[src/rtl/i2s_master_transmitter.sv]
// I2S master transmitter: generates bclk/lrck from clk and shifts out stereo
// samples MSB-first, one bclk after each lrck edge. A 1-deep holding buffer
// takes pairs over valid/ready; a shadow pair is loaded only at frame start.
module i2s_master_transmitter #(
  parameter int WORD_LENGTH = 16,
  parameter int SLOT_BITS   = 32,
  parameter int BCLK_DIV    = 16
) (
  input  logic                   clk,
  input  logic                   reset,
  input  logic [WORD_LENGTH-1:0] sample_L,
  input  logic [WORD_LENGTH-1:0] sample_R,
  input  logic                   sample_valid,
  output logic                   sample_ready,
  output logic                   bclk,
  output logic                   lrck,
  output logic                   sdata,
  output logic                   frame_start,
  output logic                   underrun
);

  localparam int HALF  = BCLK_DIV / 2;
  localparam int DW    = (HALF > 1) ? $clog2(HALF) : 1;
  localparam int FRAME = 2 * SLOT_BITS;
  localparam int CW    = $clog2(FRAME);

  localparam logic [DW-1:0] DIV_LAST = DW'(HALF - 1);
  localparam logic [CW-1:0] BIT_LAST = CW'(FRAME - 1);
  localparam logic [CW-1:0] SLOT     = CW'(SLOT_BITS);

  logic [DW-1:0]          div_cnt_q, div_cnt_d;
  logic                   bclk_q, bclk_d;
  logic [CW-1:0]          bit_cnt_q, bit_cnt_d;
  logic                   lrck_q, lrck_d;
  logic                   sdata_q, sdata_d;
  logic                   frame_start_q, frame_start_d;
  logic                   underrun_q, underrun_d;
  logic                   hold_full_q, hold_full_d;
  logic [WORD_LENGTH-1:0] hold_l_q, hold_l_d;
  logic [WORD_LENGTH-1:0] hold_r_q, hold_r_d;
  logic [WORD_LENGTH-1:0] shadow_l_q, shadow_l_d;
  logic [WORD_LENGTH-1:0] shadow_r_q, shadow_r_d;

  logic                   div_wrap;
  logic                   fall;
  logic                   accept;
  logic [CW-1:0]          bit_next;
  logic                   lrck_next;
  logic [CW-1:0]          pos;
  logic [WORD_LENGTH-1:0] word;
  logic                   bit_val;

  // Bit position and data bit that the next bclk fall will present.
  always_comb begin
    div_wrap  = (div_cnt_q == DIV_LAST);
    fall      = div_wrap & bclk_q;
    accept    = sample_valid & ~hold_full_q;
    bit_next  = (bit_cnt_q == BIT_LAST) ? '0 : bit_cnt_q + 1'b1;
    lrck_next = (bit_next >= SLOT);
    pos       = lrck_next ? bit_next - SLOT : bit_next;
    word      = lrck_next ? shadow_r_q : shadow_l_q;
    bit_val   = 1'b0;
    for (int i = 0; i < WORD_LENGTH; i++) begin
      if (pos == CW'(WORD_LENGTH - i)) bit_val = word[i];
    end
  end

  // Next-state: divider, serializer, holding buffer and frame-start transfer.
  always_comb begin
    div_cnt_d     = div_wrap ? '0 : div_cnt_q + 1'b1;
    bclk_d        = div_wrap ? ~bclk_q : bclk_q;
    bit_cnt_d     = bit_cnt_q;
    lrck_d        = lrck_q;
    sdata_d       = sdata_q;
    frame_start_d = 1'b0;
    underrun_d    = 1'b0;
    hold_full_d   = hold_full_q;
    hold_l_d      = hold_l_q;
    hold_r_d      = hold_r_q;
    shadow_l_d    = shadow_l_q;
    shadow_r_d    = shadow_r_q;

    if (accept) begin
      hold_full_d = 1'b1;
      hold_l_d    = sample_L;
      hold_r_d    = sample_R;
    end

    if (fall) begin
      bit_cnt_d = bit_next;
      lrck_d    = lrck_next;
      sdata_d   = bit_val;
      if (bit_next == '0) begin
        frame_start_d = 1'b1;
        if (hold_full_q) begin
          shadow_l_d  = hold_l_q;
          shadow_r_d  = hold_r_q;
          hold_full_d = 1'b0;
        end else if (accept) begin
          // Pair arriving exactly at frame start skips the holding buffer.
          shadow_l_d  = sample_L;
          shadow_r_d  = sample_R;
          hold_full_d = 1'b0;
        end else begin
          underrun_d = 1'b1;
        end
      end
    end
  end

  // State registers; reset discards any held pair.
  always_ff @(posedge clk or posedge reset) begin
    if (reset) begin
      div_cnt_q     <= '0;
      bclk_q        <= 1'b0;
      bit_cnt_q     <= BIT_LAST;
      lrck_q        <= 1'b0;
      sdata_q       <= 1'b0;
      frame_start_q <= 1'b0;
      underrun_q    <= 1'b0;
      hold_full_q   <= 1'b0;
      hold_l_q      <= '0;
      hold_r_q      <= '0;
      shadow_l_q    <= '0;
      shadow_r_q    <= '0;
    end else begin
      div_cnt_q     <= div_cnt_d;
      bclk_q        <= bclk_d;
      bit_cnt_q     <= bit_cnt_d;
      lrck_q        <= lrck_d;
      sdata_q       <= sdata_d;
      frame_start_q <= frame_start_d;
      underrun_q    <= underrun_d;
      hold_full_q   <= hold_full_d;
      hold_l_q      <= hold_l_d;
      hold_r_q      <= hold_r_d;
      shadow_l_q    <= shadow_l_d;
      shadow_r_q    <= shadow_r_d;
    end
  end

  assign sample_ready = ~hold_full_q;
  assign bclk         = bclk_q;
  assign lrck         = lrck_q;
  assign sdata        = sdata_q;
  assign frame_start  = frame_start_q;
  assign underrun     = underrun_q;

endmodule
[config.mk]
export PLATFORM = sky130hd
export DESIGN_NAME = i2s_master_transmitter
export DESIGN_NICKNAME = d
export VERILOG_FILES = /design/src/rtl/i2s_master_transmitter.sv
export SDC_FILE = /design/constraint.sdc
export NUM_CORES = 1
export LEC_CHECK = 0
export CORE_MARGIN = 2
export CORE_UTILIZATION = 35
export CTS_BUF_LIST = sky130_fd_sc_hd__clkbuf_4
export DETAILED_ROUTE_END_ITERATION = 16
export GPL_TIMING_DRIVEN = 0
export SLEW_MARGIN = 20
export SYNTH_ARGS = -nofsm -noshare
export SYNTH_HDL_FRONTEND = slang
export SYNTH_SLANG_ARGS = --single-unit
export TNS_END_PERCENT = 10
[constraint.sdc]
create_clock -name clk -period 2.7 [get_ports clk]
set_clock_uncertainty 0.05 [all_clocks]
set_input_delay 0.675 -clock clk [delete_from_list [all_inputs] [get_ports clk]]
set_output_delay 0.675 -clock clk [all_outputs]
set_load 0.01 [all_outputs]
==> results of run 1 <==
layer usage:
layer / vias up / global-route usage [%]
met5: - / 0
met4: 0 / 4.94
met3: 9 / 3.28
met2: 54 / 26.5
met1: 1486 / 20.7
li1: 1493 / -
flip-flops by register name, summed over array words and instances (netlist names):
signal	count
bclk	1
bit_cnt_q	6
div_cnt_q	3
frame_start	1
hold_full_q	1
hold_l_q	16
hold_r_q	16
lrck	1
sdata	1
shadow_l_q	16
shadow_r_q	16
underrun	1
worst max-delay path: cells and delay by family, from the launching register on:
kind                       cells  cell delay [ns]
AOI/OAI and AO/OA              3             0.73
adders and majority gates      1             0.22
buffers and inverters          2             0.28
DFF                            1             0.64
muxes                          1             0.10
and+or+nand+nor                1             0.53
metrics by stage:
stage,hold slack [ns],cells,setup slack [ns],setup TNS (ns)
after floorplan,0.353,385,0.152,0
after global placement,0.363,568,-0.244,-7.68
after detailed placement,0.377,570,-0.293,-8.68
after CTS,0.393,588,-0.00305,-0.00305
after global routing,0.443,593,-0.00626,-0.00703
final,0.389,593,0.0802,0
cell type report:
cell class	count	share of cell area (%)
plain buffers	23	2.01
clock buffers	11	1.70
clock inverters	5	0.542
inverters	8	0.697
multi-input cells	275	40.3
flip-flops and latches	79	40.9
well taps	143	3.69
repair buffers	49	10.2
logic make-up after synthesis:
logic type      after synthesis  synth area share [%]
fa+ha+maj                     7                  2.18
flops                        79                  49.5
buf+inv                      31                  3.09
simple gates                107                  12.3
mux                          71                  18.8
xor+xnor                      4                 0.874
compound gates               86                  13.3
path summary, 6_finish.rpt:
path | from | endpoint | cells past startpoint
max | bit_cnt_q[1] | sdata | 8
min | div_cnt_q[0] | div_cnt_q[0] | 1
max reg2reg | bit_cnt_q[1] | sdata | 8
min reg2reg | div_cnt_q[0] | div_cnt_q[0] | 1
max in group asynchronous | reset | bit_cnt_q[5] | 4
min in group asynchronous | reset | shadow_l_q[13] | 2
placed cells by master (no fill, tap or decap), types with 3 or more instances in the layout:
cell / instances
nand3_1: 11
dfrtp_1: 73
o21ai_0: 45
and3_1: 4
xnor2_1: 3
dfstp_2: 6
and2_1: 3
clkdlybuf4s50_1: 40
a21oi_1: 6
inv_1: 7
clkbuf_4: 11
buf_4: 7
a31oi_1: 3
clkbuf_1: 16
mux2i_1: 37
clkinv_2: 3
nand2_1: 49
ha_1: 6
mux2_2: 34
buf_1: 3
nor2_1: 22
nor3_1: 3
o211ai_1: 4
power by group:
| part | total, uW | internal [uW] | switching (uW) |
|---|---|---|---|
| logic | 152 | 93.7 | 58.0 |
| clock network | 599 | 203 | 396 |
| registers | 1240 | 1220 | 18.7 |
| total | 1990 | 1520 | 473 |
timing repair:
item,CTS,global route
endpoints found under the setup margin,33,33
resized for setup,5,12
pin swaps,2,3
buffers inserted,2,5
==> results.yml, run 1 <==
pwr:
  p_per_area_nw_per_um2: 411
  p_leak_uw: 0.00226
  total_power_uw: 1990
  ir_drop_v: 0.000267
yosys:
  synth_most_common_cell: "dfrtp_1"
  synth_area_leaders: "dfrtp_1 (46%), mux2_2 (9.5%), mux2i_1 (9.2%), o21ai_0 (5.6%), nand2_1 (4.7%)"
  dominantRegCellSynth: "dfrtp_1"
  synth.largest_area_cell: "dfrtp_1"
  synth-async-reset-ratio_pct: 100
  synth-edff-count: 0
  synth.top_cell.area_share_pct: 45.5
  ys_ff_latch: 79
  synth_common_cells: "dfrtp_1 (73), nand2_1 (50), o21ai_0 (45), mux2i_1 (37), mux2_2 (34)"
  syn_avg_cell_area_um2: 10.4
  yosysUniqueCellTypes: 52
  yosys_warnings: 0
  synth_area_um2: 4010
  yosysSeqAreaShare_pct: 49.5
  synthCells: 385
  syn_nets: 427
sta:
  fmax_mhz: 382
  tightest_slew_ns: 0.766
  drv_slew: 0
  finalHoldViolCount: 0
  slew-limit-headroom_pct: 48.9
  fin_crit_sh_pct: 97.0
  min_period_ns: 2.62
  finalSetupViolCount: 0
placement:
  io_buffer_count: 40
  gp_congestion: 0.877
  hpwl_mm: 7.01
  placed_area_um2: 4630
detailed_routing:
  num_vias: 3042
  drt_first_pass_iters: 4
  routedWlPerCell_um: 15.5
  route.met3.wl_um: 355
  wirelength_mm: 9.22
  top_layer_used: "met4"
  drcViolationCount: 0
  wl_met1_mm: 4.28
  drt.antenna.violating_nets: 0
  drt_iter0_drc: 181
  met2_length_mm: 4.46
  viasPerCell: 5.13
final_layout:
  antennaDiodeCount: 0
  nets: 487
  area_growth_pct: 20.9
  final_area_um2: 4850
  drive_gt1_share_pct: 18.0
  fillers: 1141
  utilization_pct: 42.8
  multi_input_area_um2: 1950
  seqCellArea_um2: 1980
floorplan:
  std_cell_rows: 39
  die_w_um: 111
  dieArea_um2: 12300
  pin_count: 41
  core_um2: 11300
  initial_core_util_pct: 35.4
  die_h_um: 111
worst_setup_path:
  cp_cell_sequence: "inv_1 -> ha_1 -> buf_2 -> o211ai_1 -> mux2i_1 -> or4_1 -> a311o_1 -> a21oi_1"
  crit_path_start_kind: "flop"
  crit_required_ns: 3.01
  cp.arrival_ns: 2.93
  critPathMaxStageDelay_ns: 0.64
  r2r_slack_ns: 0.08
  crit_slowest_cell: "dfstp_2"
  crit_type: "reg -> reg"
  worst-path-max-fanout: 10
  end_kind: "flop"
clock_tree:
  cts_max_level: 3
  root_buffer: "clkbuf_4"
  tritoncts: "done"
  clockBufferDepth: 2
  cts.sinks: 79
  clk_pin_slew_ns: 0.12
  clk_latency_ns: 0.43
  cts_made_buffers: 9
  hold_buffers: 0
global_routing:
  grt_first_pass_wirelength_mm: 15.4
  grt_pass1_vias: 3094
  antenna_found_initial: 0
  grtUsageTotal_pct: 15.8
  grt_overflow: 0
  grt_max_degree: 29
status:
  outcome: "complete, no violations"
flow_run:
  cap_violations: 0
hold_path:
  holdCritPathClass: "reg -> reg"
Note: power is estimated with default switching activity, not from simulation.
==> run 2: changes to the inputs <==
- CTS_CLUSTER_SIZE: unset -> 14
- TNS_END_PERCENT: 10 -> 50
==> results of run 2 <==
Same layout as run 1: the final DEF is identical, and so are final timing and power.
==> run 3: changes to the inputs <==
- CTS_CLUSTER_DIAMETER: unset -> 100
==> results of run 3 <==
Same layout as run 1: the final DEF is identical, and so are final timing and power.
